## config.mk

```make
export PLATFORM = sky130hd
export DESIGN_NAME = spi_slave_core
export DESIGN_NICKNAME = d
export VERILOG_FILES = /design/src/rtl/spi_slave_core.sv
export SDC_FILE = /design/constraint.sdc
export NUM_CORES = 1
export LEC_CHECK = 0
export BUFFER_PORTS_ARGS = -buffer_cell sky130_fd_sc_hd__clkbuf_2
export CAP_MARGIN = 25
export CELL_PAD_IN_SITES_DETAIL_PLACEMENT = 0
export CELL_PAD_IN_SITES_GLOBAL_PLACEMENT = 1
export CORE_ASPECT_RATIO = 0.7
export CORE_MARGIN = 4
export CORE_UTILIZATION = 37
export DETAILED_ROUTE_END_ITERATION = 8
export HOLD_SLACK_MARGIN = 0.05
export PLACE_DENSITY_LB_ADDON = 0.15
export SETUP_SLACK_MARGIN = 0.5
export SYNTH_ARGS = -nofsm -noshare
export SYNTH_HDL_FRONTEND = slang
export SYNTH_SLANG_ARGS = --single-unit
```

## constraint.sdc

```tcl
create_clock -name clk -period 1.7 [get_ports clk]
set_input_delay 0.17 -clock clk [delete_from_list [all_inputs] [get_ports clk]]
set_output_delay 0.17 -clock clk [all_outputs]
set_load 0.02 [all_outputs]
```

## src/rtl/spi_slave_core.sv

```systemverilog
// SPI slave oversampled in the clk domain; all four CPOL/CPHA modes, framed RX.
// Define SPI_SLAVE_MISO_EN to build the MISO/transmit path; otherwise receive-only.
module spi_slave_core #(
  parameter int unsigned WORD_W      = 8,
  parameter int unsigned FRAME_WORDS = 4,
  parameter bit          CPOL        = 1'b1,
  parameter bit          CPHA        = 1'b1,
  parameter int unsigned SYNC_STAGES = 2
) (
  input  logic                             clk,
  input  logic                             rst_n,
  input  logic                             sclk,
  input  logic                             ss,
  input  logic                             mosi,
  output logic                             miso,
  output logic                             miso_oe,
  input  logic [WORD_W-1:0]                tx_data,
  input  logic                             tx_valid,
  output logic                             tx_ready,
  output logic [WORD_W-1:0]                rx_data,
  output logic                             rx_valid,
  output logic [$clog2(WORD_W)-1:0]        bit_count,
  output logic [$clog2(FRAME_WORDS+1)-1:0] word_count,
  output logic                             frame_done,
  output logic                             tx_underrun
);
  localparam int unsigned BitW  = $clog2(WORD_W);
  localparam int unsigned WordW = $clog2(FRAME_WORDS + 1);
  localparam logic [BitW-1:0]  BitLast  = BitW'(WORD_W - 1);
  localparam logic [WordW-1:0] WordLast = WordW'(FRAME_WORDS - 1);

  typedef enum logic [1:0] {StWaitIdle, StIdle, StActive} state_e;

  logic [SYNC_STAGES-1:0] sclk_sync_q, ss_sync_q, mosi_sync_q;
  logic                   sclk_prev_q, ss_prev_q;
  logic                   sclk_s, ss_s, mosi_s;
  logic                   sample_edge, shift_edge, ss_fall;

  // Synchronisers are left unreset so edge history stays valid across a reset.
  always_ff @(posedge clk) begin
    sclk_sync_q <= {sclk_sync_q[SYNC_STAGES-2:0], sclk};
    ss_sync_q   <= {ss_sync_q[SYNC_STAGES-2:0], ss};
    mosi_sync_q <= {mosi_sync_q[SYNC_STAGES-2:0], mosi};
    sclk_prev_q <= sclk_s;
    ss_prev_q   <= ss_s;
  end

  assign sclk_s      = sclk_sync_q[SYNC_STAGES-1];
  assign ss_s        = ss_sync_q[SYNC_STAGES-1];
  assign mosi_s      = mosi_sync_q[SYNC_STAGES-1];
  assign sample_edge = (CPOL == CPHA) ? (sclk_s & ~sclk_prev_q) : (~sclk_s & sclk_prev_q);
  assign shift_edge  = (CPOL == CPHA) ? (~sclk_s & sclk_prev_q) : (sclk_s & ~sclk_prev_q);
  assign ss_fall     = ss_prev_q & ~ss_s;

  state_e            state_q, state_d;
  logic [WORD_W-1:0] rx_shift_q, rx_shift_d, rx_data_q, rx_data_d, rx_word;
  logic              rx_valid_q, rx_valid_d, frame_done_q, frame_done_d;
  logic [BitW-1:0]   bit_cnt_q, bit_cnt_d;
  logic [WordW-1:0]  word_cnt_q, word_cnt_d;
  logic              load, load_mid;

  assign rx_word = {rx_shift_q[WORD_W-2:0], mosi_s};

  always_ff @(posedge clk) begin
    if (!rst_n) begin
      state_q      <= StWaitIdle;
      rx_shift_q   <= '0;
      rx_data_q    <= '0;
      rx_valid_q   <= 1'b0;
      bit_cnt_q    <= '0;
      word_cnt_q   <= '0;
      frame_done_q <= 1'b0;
    end else begin
      state_q      <= state_d;
      rx_shift_q   <= rx_shift_d;
      rx_data_q    <= rx_data_d;
      rx_valid_q   <= rx_valid_d;
      bit_cnt_q    <= bit_cnt_d;
      word_cnt_q   <= word_cnt_d;
      frame_done_q <= frame_done_d;
    end
  end

  always_comb begin
    state_d      = state_q;
    rx_shift_d   = rx_shift_q;
    rx_data_d    = rx_data_q;
    rx_valid_d   = 1'b0;
    bit_cnt_d    = bit_cnt_q;
    word_cnt_d   = word_cnt_q;
    frame_done_d = 1'b0;
    load         = 1'b0;
    load_mid     = 1'b0;
    unique case (state_q)
      StWaitIdle: if (ss_s) state_d = StIdle;
      StIdle: begin
        bit_cnt_d  = '0;
        word_cnt_d = '0;
        if (ss_fall) begin
          load    = 1'b1;
          state_d = StActive;
        end
      end
      StActive: begin
        if (ss_s) begin
          // Partial word is dropped; counters restart with the next frame.
          state_d    = StIdle;
          bit_cnt_d  = '0;
          word_cnt_d = '0;
        end else if (sample_edge) begin
          rx_shift_d = rx_word;
          if (bit_cnt_q == BitLast) begin
            rx_data_d  = rx_word;
            rx_valid_d = 1'b1;
            bit_cnt_d  = '0;
            load       = 1'b1;
            load_mid   = 1'b1;
            if (word_cnt_q == WordLast) begin
              word_cnt_d   = '0;
              frame_done_d = 1'b1;
            end else begin
              word_cnt_d = word_cnt_q + 1'b1;
            end
          end else begin
            bit_cnt_d = bit_cnt_q + 1'b1;
          end
        end
      end
      default: state_d = StWaitIdle;
    endcase
  end

  assign rx_data    = rx_data_q;
  assign rx_valid   = rx_valid_q;
  assign bit_count  = bit_cnt_q;
  assign word_count = word_cnt_q;
  assign frame_done = frame_done_q;

`ifdef SPI_SLAVE_MISO_EN
  logic [WORD_W-1:0] tx_buf_q, tx_buf_d, tx_shift_q, tx_shift_d;
  logic              tx_full_q, tx_full_d, tx_hold_q, tx_hold_d;
  logic              miso_q, miso_d, miso_oe_q, miso_oe_d, tx_underrun_q, tx_underrun_d;
  logic              tx_accept;

  always_ff @(posedge clk) begin
    if (!rst_n) begin
      tx_buf_q      <= '0;
      tx_shift_q    <= '0;
      tx_full_q     <= 1'b0;
      tx_hold_q     <= 1'b0;
      miso_q        <= 1'b0;
      miso_oe_q     <= 1'b0;
      tx_underrun_q <= 1'b0;
    end else begin
      tx_buf_q      <= tx_buf_d;
      tx_shift_q    <= tx_shift_d;
      tx_full_q     <= tx_full_d;
      tx_hold_q     <= tx_hold_d;
      miso_q        <= miso_d;
      miso_oe_q     <= miso_oe_d;
      tx_underrun_q <= tx_underrun_d;
    end
  end

  // tx_hold marks a shift edge that must present the MSB instead of advancing.
  always_comb begin
    tx_accept     = tx_valid & ~tx_full_q;
    tx_buf_d      = tx_accept ? tx_data : tx_buf_q;
    tx_full_d     = tx_full_q | tx_accept;
    tx_shift_d    = tx_shift_q;
    tx_hold_d     = tx_hold_q;
    miso_d        = miso_q;
    tx_underrun_d = 1'b0;
    miso_oe_d     = (state_d == StActive);
    if (load) begin
      tx_full_d     = tx_accept;
      tx_underrun_d = ~tx_full_q;
      tx_shift_d    = tx_full_q ? tx_buf_q : '0;
      tx_hold_d     = CPHA ? 1'b1 : load_mid;
      if (!CPHA) begin
        miso_d = tx_shift_d[WORD_W-1];
      end else if (!load_mid) begin
        miso_d = 1'b0;
      end
    end else if (state_q == StActive && !ss_s && shift_edge) begin
      if (tx_hold_q) begin
        tx_hold_d = 1'b0;
        miso_d    = tx_shift_q[WORD_W-1];
      end else begin
        tx_shift_d = tx_shift_q << 1;
        miso_d     = tx_shift_q[WORD_W-2];
      end
    end
  end

  assign miso        = miso_q;
  assign miso_oe     = miso_oe_q;
  assign tx_ready    = ~tx_full_q;
  assign tx_underrun = tx_underrun_q;
`else
  logic unused_tx;
  assign unused_tx   = ^{tx_data, tx_valid, load, load_mid, shift_edge};
  assign miso        = 1'b0;
  assign miso_oe     = 1'b0;
  assign tx_ready    = 1'b0;
  assign tx_underrun = 1'b0;
`endif

endmodule

```

* Yosys cells after proc, flatten, opt, wreduce, memory -nomap -nowiden
Index checks and enable logic that the tools add are counted.
** Word-level totals
- Logic and storage cells :: 54
- Register bits after elaboration :: 33
- Output and inout bits :: 20
** Cells by class
- Equality and inequality tests :: 8
- Add/subtract/negate cells :: 2
- Muxes and demuxes :: 14
- Reductions and logical operators :: 10
- Bitwise gates (word level) :: 8
** Operator list (count)
- $mux W3 :: 7
- $pmux W3 S2 :: 2
- $add A3 B1 Y3 const B :: 2
- $ne A3 B3 Y1 const B :: 2
- $not A1 Y1 :: 6
- $reduce_and A3 Y1 :: 2
- $reduce_or A5 Y1 :: 1
- $mux W2 :: 2
- $pmux W2 S2 :: 1
- $reduce_and A2 Y1 :: 2
- $reduce_and A4 Y1 :: 1
- $reduce_or A4 Y1 :: 1
- $eq A3 B2 Y1 const B :: 1
- $eq A3 B3 Y1 const B :: 1
- $and A1 B1 Y1 :: 2
- $eq A2 B1 Y1 const B :: 1
- $eq A2 B2 Y1 const B :: 1
- $logic_not A2 Y1 :: 1
- $mux W1 :: 2
- $ne A2 B1 Y1 const B :: 1
- $ne A2 B2 Y1 const B :: 1
- $reduce_bool A2 Y1 :: 1
- $reduce_or A2 Y1 :: 1

* Longest topological paths before layout
- Depth in word-level cells :: 6
- Gate-level depth with buffers :: 7
- Depth with buffers taken out :: 6

* Worst setup path before layout
OpenSTA, ideal clock, no wires.
- Kind :: reg2reg
- Start :: register bit_cnt_q[0], in the netlist bit_count[0]
- End :: register rx_data_q[1], in the netlist rx_data[1]
- Clock period less this slack :: 1682 ps
- Data required time :: 1585 ps
- Data arrival time :: 1568 ps
- Path slack :: 18 ps
- Stages on the path, launching flop included :: 8
- Path buffers :: 1
- Cells stage by stage :: dfxtp_1 ha_1 ha_1 nand3b_1 or3_4 buf_6 nand3_2 o21ai_2
** On the way
- Word-level cells in the longest chain between the ends :: 2
** Ends and longest elaborated chain
- start: declaration :: RTL line 58 : logic [BitW-1:0] bit_cnt_q, bit_cnt_d;
- start signal: assignment :: RTL line 78 : bit_cnt_q <= bit_cnt_d;
- $eq A3 B3 Y1 :: RTL line 112 : if (bit_cnt_q == BitLast) begin
- $reduce_and A4 Y1 (no line)
- end signal: assignment :: RTL line 76 : rx_data_q <= rx_data_d;
- end: declaration :: RTL line 56 : logic [WORD_W-1:0] rx_shift_q, rx_shift_d, rx_data_q, rx_data_d, rx_word;
Every way passes these cells.
A chain may end at the register's enable or synchronous reset.

* Final worst setup path
- Start :: register bit_cnt_q[1], in the netlist bit_count[1]
- End :: register rx_data_q[0], in the netlist rx_data[0]
The elaborated chain is that of the path after synthesis.

==> reports/results.ini <==
[cells_and_area]
synthToLayoutAreaGrowth_pct=33.6
drive_above_1_share_pct=40.4
instances_no_fill=199
fill_cells=289
nets=177
diodes=0

[floorplan]
rows=17
ios=34
core_um2=3170
chipHeight_um=56.2
die_x_um=76.8
start_util_pct=38.7
dieArea_um2=4310

[routing]
via_per_inst=4.83
drt_wl_total_um=2400
drt_iter0_drc=73
via_count=962
wl_per_cell_um=12.1
dr.pass1.iters=4
drc=0
ant_nets=0

[synth]
synth_top_flop_cell=dfxtp_1
yosys_warnings=0
synth.avg_cell_area_um2=9.73
async_flop_share_pct=0
synth-edff-count=0
synth-seq-cells=33
synth.cell_area_um2=1230
yosysSeqAreaShare_pct=53.9
synth_cell_types=28
syn_inst=126

[grt]
grtUsageTotal_pct=12.4
grt_max_degree=26
antenna_found_initial=0
grt.met3_usage_pct=5.34
grt_pass1_wl_um=4110
grt_use_met1_pct=16.6
grt-busiest-layer=met1
use_met2_pct=16.3
grt_pass1_vias=882
grt_overflow_total=0

[placed_design]
gp_congestion=0.764
placed_cells=179
dpl.hpwl_um=1600
io_buffers=20

[clock_tree]
cts_max_path_buffers=2
clk_latency_ps=280
numCtsBuffers=5
cts_root_buf=clkbuf_8
path_clk_slew_ps=70
clock-sinks=33
cts_tree=yes
h-tree-depth=2

[sta]
maxSlewViolCount=0
rsz0062_at_grt=true
holdWs_ps=194
skew_ps=4.38
fin_crit_sh_pct=83.1
hold_violations=0
tns_ps=0
fin_crit_ps=1410
final-setup-viol-count=0
fmax_mhz=708

[worst_hold_path]
hold_class=input pin to flop

[worst_setup_path]
arrival_ps=1590
cpMostUsedCell=ha_4
end_kind=flop
required_ps=1880
cpMaxStageDelayCell=or3_4
critPathKind=flop to flop
path_max_fanout=7
crit_chain=ha_4 -> ha_4 -> nand3b_1 -> or3_4 -> nand3_2 -> nand2_1
cpPeakStageDelay_ps=440
cp-start-kind=flop

[power]
vdd_drop_max_v=0.000543
power.density_nw_per_um2=885
leakage_nw=0.679

[flow_run]
max-cap-violations=0

[outcome]
status=finished, final reports clean

flip-flops by register name, summed over array words and instances (netlist names):
name	cells
word_count	3
frame_done	1
sclk_prev_q	1
rx_data	8
bit_count	3
mosi_sync_q	2
rx_shift_q	7
sclk_sync_q	2
ss_prev_q	1
rx_valid	1
ss_sync_q	2
state_q	2
synthesized netlist by cell type (2+ instances only):
library cell   n  area share (%)
buf_2          2            0.82
o2bb2ai_1      2             1.4
o21ai_2        6             4.3
dfxtp_1       33              54
buf_4          4             2.4
nand2_1       15             4.6
a32o_1         2             1.6
buf_6          2             1.8
clkbuf_1       2            0.61
ha_1           3             3.1
inv_1          3            0.92
nand3_2        3             2.4
nor3_1         4             1.6
nor2_1         4             1.2
o21ai_0        8             3.3
a21oi_1        5             2.0
nand3_1       15             6.1
nand2b_1       3             1.5
placed cells by master, fill, tap and decap left out, drive strengths merged:
cell / n
a21oi: 5
or3: 3
and3: 1
nor3: 5
o21ai: 14
inv: 3
o2bb2ai: 2
a32o: 2
or2b: 1
nand3: 18
and3b: 1
ha: 3
nor2b: 1
clkbuf: 28
nor2: 4
nand2: 15
nand3b: 1
dlygate4sd3: 3
conb: 4
dfxtp: 33
nand2b: 3
buf: 10
a41oi: 1
routing by layer:
metal / part of all wire [%] / up-vias
met5: 0 / -
met3: 6.5 / 5
met4: 1.7 / 0
met2: 40 / 23
li1: - / 499
met1: 52 / 435
kinds of logic (layout without fill, tap and decap cells):
logic type               after synthesis  in the layout  share of synthesized area [%]
AO/OA/AOI/OAI                         24             24                           13.4
adder cells (fa/ha/maj)                3              3                           3.06
flip-flops                            33             33                           53.9
AND/OR/NAND/NOR                       52             53                           22.8
buffers and inverters                 13             44                           6.63
other                                  1              4                          0.306
final timing paths:
path                 from      endpoint  slack, ps  depth (start not counted)
min                 rst_n    state_q[0]        190                          3
min reg2reg  ss_sync_q[0]  ss_sync_q[1]        330                          0
max          bit_count[1]    rx_data[0]        290                          6
max reg2reg  bit_count[1]    rx_data[0]        290                          6
stage by stage:
step,power (W),utilization (%),area (um^2),setup WS [ps]
after floorplan,0.000850,-,1300,156
after global placement,0.000854,43.6,1380,207
after detailed placement,0.000855,43.6,1380,179
after CTS,0.00146,50.7,1610,265
after global routing,0.00151,51.7,1640,199
final,0.00145,51.7,1640,287
cell type report:
cell class	count	area (um^2)	area share [%]
clock buffers	8	90.1	5.50
flip-flops and latches	33	671	40.9
repair buffers	33	218	13.3
inverters	3	11.3	0.688
multi-input cells	84	601	36.7
well taps	38	47.5	2.90
power by group:
| group | switching, W | total (W) | leakage [nW] | internal, W |
|---|---|---|---|---|
| registers | 0.00000998 | 0.000793 | 0.272 | 0.000783 |
| logic | 0.0000366 | 0.0000572 | 0.361 | 0.0000206 |
| clock network | 0.000269 | 0.000599 | 0.0455 | 0.000330 |
worst max-delay path, delay by kind of cell, from the launching register on:
kind | cells | cell delay (ps)
adder cells (fa/ha/maj) | 2 | 240
AND/OR/NAND/NOR | 4 | 710
flip-flops | 1 | 360
timing repair:
item | in CTS | in global routing
setup buffers | 5 | 3
hold buffers | 3 | 0
endpoints found under the hold margin | 3 | 0
pin swaps | 12 | 2
gates cloned | 1 | 0
gates resized for setup | 10 | 2
endpoints found under the setup margin | 22 | 23
No activity file was read; power rests on OpenSTA's default activity.
